<file path="src/rtl/riscv_ctrl_pkg.sv">
// riscv_ctrl_pkg
// Shared definitions for the multicycle RISC-V control unit. It holds:
//   - opcode constants (instr[6:0])
//   - the control FSM state encoding
//   - datapath mux-select, immediate-type and ALU-operation codes
// Optional feature macro: MC_ITYPE_JAL_EN. Its states are always enumerated
// here so that the encoding stays the same in both builds.
package riscv_ctrl_pkg;

  localparam logic [6:0] OP_LOAD   = 7'b0000011;
  localparam logic [6:0] OP_STORE  = 7'b0100011;
  localparam logic [6:0] OP_RTYPE  = 7'b0110011;
  localparam logic [6:0] OP_BRANCH = 7'b1100011;
  localparam logic [6:0] OP_ITYPE  = 7'b0010011;
  localparam logic [6:0] OP_JAL    = 7'b1101111;

  typedef enum logic [3:0] {
    S_FETCH    = 4'd0,
    S_DECODE   = 4'd1,
    S_MEMADR   = 4'd2,
    S_MEMREAD  = 4'd3,
    S_MEMWB    = 4'd4,
    S_MEMWRITE = 4'd5,
    S_EXECUTER = 4'd6,
    S_ALUWB    = 4'd7,
    S_BEQ      = 4'd8,
    S_EXECUTEI = 4'd9,
    S_JAL      = 4'd10
  } state_t;

  // result_src
  localparam logic [1:0] RES_ALUOUT    = 2'b00;
  localparam logic [1:0] RES_DATA      = 2'b01;
  localparam logic [1:0] RES_ALURESULT = 2'b10;

  // alu_src_a
  localparam logic [1:0] SRCA_PC    = 2'b00;
  localparam logic [1:0] SRCA_OLDPC = 2'b01;
  localparam logic [1:0] SRCA_RS1   = 2'b10;

  // alu_src_b
  localparam logic [1:0] SRCB_RS2  = 2'b00;
  localparam logic [1:0] SRCB_IMM  = 2'b01;
  localparam logic [1:0] SRCB_FOUR = 2'b10;

  // alu_op
  localparam logic [1:0] ALUOP_ADD   = 2'b00;
  localparam logic [1:0] ALUOP_SUB   = 2'b01;
  localparam logic [1:0] ALUOP_FUNCT = 2'b10;

  // imm_src
  localparam logic [1:0] IMM_I = 2'b00;
  localparam logic [1:0] IMM_S = 2'b01;
  localparam logic [1:0] IMM_B = 2'b10;
  localparam logic [1:0] IMM_J = 2'b11;

endpackage

</file>
<file path="src/rtl/imm_src_decoder.sv">
// imm_src_decoder
// Purely combinational opcode -> immediate-format select. The same mapping
// feeds the immediate-extend unit, so it lives in its own module.
// Ports:
//   i_op       in  [6:0] opcode
//   o_imm_src  out [1:0] 00 I-type/lw, 01 sw, 10 beq, 11 jal, others 00
module imm_src_decoder
  import riscv_ctrl_pkg::*;
(
  input  logic [6:0] i_op,
  output logic [1:0] o_imm_src
);

  always_comb begin
    o_imm_src = IMM_I;
    case (i_op)
      OP_STORE:  o_imm_src = IMM_S;
      OP_BRANCH: o_imm_src = IMM_B;
      OP_JAL:    o_imm_src = IMM_J;
      default:   o_imm_src = IMM_I;
    endcase
  end

endmodule

</file>
<file path="src/rtl/multicycle_control_fsm.sv">
// multicycle_control_fsm
// Multicycle RISC-V control unit: sequences fetch, decode, execute, memory
// and writeback, producing per-cycle datapath enables and mux selects.
// Moore FSM; FETCH, MEMREAD and MEMWRITE additionally look at mem_ready and
// BEQ looks at zero.
// Optional feature macro: MC_ITYPE_JAL_EN adds I-type ALU ops and jal.
// Ports:
//   clk, reset_n (sync, active low)
//   op [6:0], zero, mem_ready                         inputs
//   pc_write, adr_src, mem_write, ir_write, reg_write enables / selects
//   result_src, alu_src_a, alu_src_b, imm_src, alu_op [1:0]
//   illegal_instr  one-cycle pulse in DECODE for unsupported op
//   state [STATE_W-1:0]  current FSM state (debug)
// Handshake: mem_ready high in a memory state means the access completes
// at the end of that cycle; the FSM holds in that state until it does.
module multicycle_control_fsm
  import riscv_ctrl_pkg::*;
#(
  parameter int STATE_W  = 4,
  parameter bit WAIT_MEM = 1'b1
)(
  input  logic               clk,
  input  logic               reset_n,
  input  logic [6:0]         op,
  input  logic               zero,
  input  logic               mem_ready,
  output logic               pc_write,
  output logic               adr_src,
  output logic               mem_write,
  output logic               ir_write,
  output logic               reg_write,
  output logic [1:0]         result_src,
  output logic [1:0]         alu_src_a,
  output logic [1:0]         alu_src_b,
  output logic [1:0]         imm_src,
  output logic [1:0]         alu_op,
  output logic               illegal_instr,
  output logic [STATE_W-1:0] state
);

  state_t r_state;
  state_t w_next;
  logic   w_mem_ready;

  assign w_mem_ready = WAIT_MEM ? mem_ready : 1'b1;
  assign state       = STATE_W'(r_state);

  imm_src_decoder u_imm_src_decoder (
    .i_op      (op),
    .o_imm_src (imm_src)
  );

  always_ff @(posedge clk) begin
    if (!reset_n) r_state <= S_FETCH;
    else          r_state <= w_next;
  end

  always_comb begin
    w_next        = S_FETCH;
    pc_write      = 1'b0;
    adr_src       = 1'b0;
    mem_write     = 1'b0;
    ir_write      = 1'b0;
    reg_write     = 1'b0;
    result_src    = RES_ALUOUT;
    alu_src_a     = SRCA_PC;
    alu_src_b     = SRCB_RS2;
    alu_op        = ALUOP_ADD;
    illegal_instr = 1'b0;

    case (r_state)
      S_FETCH: begin
        alu_src_b  = SRCB_FOUR;
        result_src = RES_ALURESULT;
        ir_write   = w_mem_ready;
        pc_write   = w_mem_ready;
        w_next     = w_mem_ready ? S_DECODE : S_FETCH;
      end
      S_DECODE: begin
        // OldPC + imm: branch target is ready in ALUOut for BEQ.
        alu_src_a = SRCA_OLDPC;
        alu_src_b = SRCB_IMM;
        case (op)
          OP_LOAD, OP_STORE: w_next = S_MEMADR;
          OP_RTYPE:          w_next = S_EXECUTER;
          OP_BRANCH:         w_next = S_BEQ;
`ifdef MC_ITYPE_JAL_EN
          OP_ITYPE:          w_next = S_EXECUTEI;
          OP_JAL:            w_next = S_JAL;
`endif
          default: begin
            w_next        = S_FETCH;
            illegal_instr = 1'b1;
          end
        endcase
      end
      S_MEMADR: begin
        alu_src_a = SRCA_RS1;
        alu_src_b = SRCB_IMM;
        w_next    = (op == OP_LOAD) ? S_MEMREAD : S_MEMWRITE;
      end
      S_MEMREAD: begin
        adr_src = 1'b1;
        w_next  = w_mem_ready ? S_MEMWB : S_MEMREAD;
      end
      S_MEMWB: begin
        result_src = RES_DATA;
        reg_write  = 1'b1;
        w_next     = S_FETCH;
      end
      S_MEMWRITE: begin
        adr_src   = 1'b1;
        mem_write = 1'b1;
        w_next    = w_mem_ready ? S_FETCH : S_MEMWRITE;
      end
      S_EXECUTER: begin
        alu_src_a = SRCA_RS1;
        alu_op    = ALUOP_FUNCT;
        w_next    = S_ALUWB;
      end
      S_ALUWB: begin
        reg_write = 1'b1;
        w_next    = S_FETCH;
      end
      S_BEQ: begin
        alu_src_a = SRCA_RS1;
        alu_op    = ALUOP_SUB;
        pc_write  = zero;
        w_next    = S_FETCH;
      end
`ifdef MC_ITYPE_JAL_EN
      S_EXECUTEI: begin
        alu_src_a = SRCA_RS1;
        alu_src_b = SRCB_IMM;
        alu_op    = ALUOP_FUNCT;
        w_next    = S_ALUWB;
      end
      S_JAL: begin
        // PC <- target held in ALUOut, ALUResult = OldPC + 4 goes to ALUOut
        // for the ALUWB register write.
        alu_src_a = SRCA_OLDPC;
        alu_src_b = SRCB_FOUR;
        pc_write  = 1'b1;
        w_next    = S_ALUWB;
      end
`endif
      default: w_next = S_FETCH;
    endcase

    // While reset is held, present a clean FETCH view with no write enables.
    if (!reset_n) begin
      pc_write      = 1'b0;
      ir_write      = 1'b0;
      reg_write     = 1'b0;
      mem_write     = 1'b0;
      illegal_instr = 1'b0;
      adr_src       = 1'b0;
      alu_src_a     = SRCA_PC;
      alu_src_b     = SRCB_FOUR;
      alu_op        = ALUOP_ADD;
      result_src    = RES_ALURESULT;
    end
  end

endmodule
</file>
<file path="config.mk">
export PLATFORM = sky130hd
export DESIGN_NAME = multicycle_control_fsm
export DESIGN_NICKNAME = d
export VERILOG_FILES = /design/src/rtl/riscv_ctrl_pkg.sv /design/src/rtl/imm_src_decoder.sv /design/src/rtl/multicycle_control_fsm.sv
export SDC_FILE = /design/constraint.sdc
export NUM_CORES = 1
export LEC_CHECK = 0
export ABC_CLOCK_PERIOD_IN_PS = 2460
export CAP_MARGIN = 20
export CORE_MARGIN = 3
export CORE_UTILIZATION = 25
export CTS_CLUSTER_SIZE = 24
export DETAILED_ROUTE_END_ITERATION = 10
export PLACE_DENSITY = 0.58
export SETUP_SLACK_MARGIN = 0.2
export SYNTH_ARGS = -nofsm -noshare
export SYNTH_HDL_FRONTEND = slang
export SYNTH_SLANG_ARGS = --single-unit
</file>
<file path="constraint.sdc">
create_clock -name clk -period 2.46 [get_ports clk]
set_input_delay 0.492 -clock clk [delete_from_list [all_inputs] [get_ports clk]]
set_output_delay 0.492 -clock clk [all_outputs]
set_load 0.01 [all_outputs]
</file>
==> flow_summary.ini <==
[cts]
hold_buffers = 0
htreeDepth = 1
cts_buffer_depth = 2
clock_latency_ns = 0.23
numCtsBuffers = 3
tritoncts = done
cts_sinks = 4
clockRootBuffer = clkbuf_4
clkTransAtPathRegs_ns = 0.04

[power]
powerDensity_nw_per_um2 = 240
switching_power_uw = 59.1
total_leakage_power_uw = 0.000459
ir_worst_vdd_mv = 0.222
swShare = 0.261
pwr-share-seq = 0.304
intPower_uw = 167
pwr-share-comb = 0.352
pwr-share-clk = 0.344

[global_routing]
grt_overflow = 0
antenna_found_initial = 0
grt_max_degree = 16
grt_usage = 0.134
grt_pass1_vias = 588
grt_pass1_wl_um = 2610

[synthesis]
muxShareOfSynthArea = 0.0698
synth_top_family_by_area = simple AND/OR/NAND/NOR gates
synth_area_leaders = dfxtp_1, nor3_1, nor2_1, nor2b_1, nand2_1
ys_seq_elements = 4
yosys.area_share.simple = 0.408
synthAdderAreaFrac = 0
synth_cell_types = 30
syn_nets = 78
synth_top_area_frac = 0.179
synth_compound_area_frac = 0.237
yosysTopAreaCell = dfxtp_1
synth-edff-count = 0
yosysSeqAreaShare = 0.179
syn_avg_cell_area_sq_um = 6.69
ys.flop_type = dfxtp_1
synth_area_sq_um = 448
synth_xor_area_frac = 0.0196
async_flop_share = 0
yosysWarnings = 0
synth_cells = 67

[drt]
final_antenna_net_count = 0
num_vias = 651
routedWlPerCell_um = 11.7
drtIter0Drc = 14
drc = 0
wl_um = 1590
vias_per_cell = 4.79
firstDrtPassIters = 4

[cells_and_area]
largest_reg_flops = 4
stdcell_count = 136
area_growth_syn_to_layout_pct = 110
final_common_cell = buf_4
fillCellCount = 166
layout_common_cells = buf_4, dlygate4sd2_1, nor2_1, clkdlybuf4s50_1, nand2_1
final_util = 0.590
antenna_cells = 0
fin_nets = 125
drive_gt1_frac = 0.330

[floorplan]
rows = 14
start_util = 0.281
fp.coreArea_sq_um = 1590
die_area_sq_um = 2340
chipHeight_um = 48.3
ios = 31
die_w_um = 48.3

[place]
dp_slack_ns = -0.512
numPlacedInstances = 131
port_buffers = 30
dp_hpwl_um = 1260
place_congestion = 0.774

[critical_path]
cp_data_required_time_ns = 1.97
crit_arrival_ns = 1.72
r2r_slack_ns = 1.06
critPathLaunchType = input pin
crit_type = in2out
end_kind = primary output
worstPathMaxFanout = 4

[timing]
worstMarginPinSlew_ns = 0.518
fin_crit_ns = 2.21
worst_slack_ns = 0.249
fmax_mhz = 452
report.final.slew_viol_count = 0
final-setup-viol-count = 0
finalCritPeriodShare = 0.899
hold_viol = 0
holdWs_ns = 0.631
rsz0062_at_grt = true
finalSetupTns_ns = 0
slew_headroom = 0.654
skew_ns = 0.000406

[worst_hold_path]
hp-class = reg2reg

[job]
drv_cap = 0

[status]
status = complete, no violations
## per-layer routing
layer  routed length, um  track usage  up-vias
met1                 800        0.187      293
met2                 711        0.206       18
met4                   0       0.0142        0
met5                   0            0        -
li1                    -            -      340
met3                  78       0.0429        0
## worst paths after layout
kind                              end           startpoint  cells past startpoint
setup / recovery             ir_write              reset_n                      5
hold reg to reg   state[2]$_SDFF_PN0_  state[3]$_SDFF_PN0_                      2
setup reg to reg  state[2]$_SDFF_PN0_  state[1]$_SDFF_PN0_                      3
hold / removal    state[2]$_SDFF_PN0_  state[3]$_SDFF_PN0_                      2
## stage by stage
step	instance area [sq um]	power, uW
finish	941	226
global route	941	244
CTS	895	227
detailed placement	867	148
global placement	867	147
floorplan	448	95.7
## power by group through the flow
stage	clock network [uW]	registers [uW]	logic, uW
after CTS	81.9	68.4	77.1
after global routing	88.0	68.9	86.8
after floorplan	0	68.9	26.9
after global placement	0	69.4	77.7
final	77.8	68.7	79.7
after detailed placement	0	69.4	78.5
## layout make-up
cell class	count	area, sq um	share of cell area
clock buffers	3	22.5	0.0239
inverters	4	15.0	0.0160
multi-input cells	54	383	0.407
flip-flops and latches	4	81.3	0.0864
well taps	24	30.0	0.0319
repair buffers	47	409	0.435
## synth_stat cells (all sizes together), types with 2 or more instances
| library cell | number |
|---|---|
| nor3 | 6 |
| clkbuf | 4 |
| inv | 4 |
| nor3b | 2 |
| o41ai | 2 |
| o21ai | 2 |
| a21oi | 4 |
| nand3 | 2 |
| nor2 | 8 |
| mux2i | 2 |
| nand2 | 6 |
| dfxtp | 4 |
| nor2b | 4 |
| and3 | 2 |
## critical path, cell delays in order
cell and delay, ns:
clkdlybuf4s50_1 0.49, nor2b_4 0.20, buf_4 0.13, and3_1 0.14, dlygate4sd2_1 0.27
## cell families after synthesis
kind of cell,after synthesis
and+or+nand+nor,35
AOI/OAI and AO/OA,15
buffers and inverters,9
DFF,4
muxes,3
xor gates and xnor gates,1
## what timing repair did
action,in CTS,in global routing
pin swaps,3,1
endpoints found under the setup margin,16,8
gates resized for setup,36,15
buffers inserted,1,1
(Power assumes the default switching activity.)
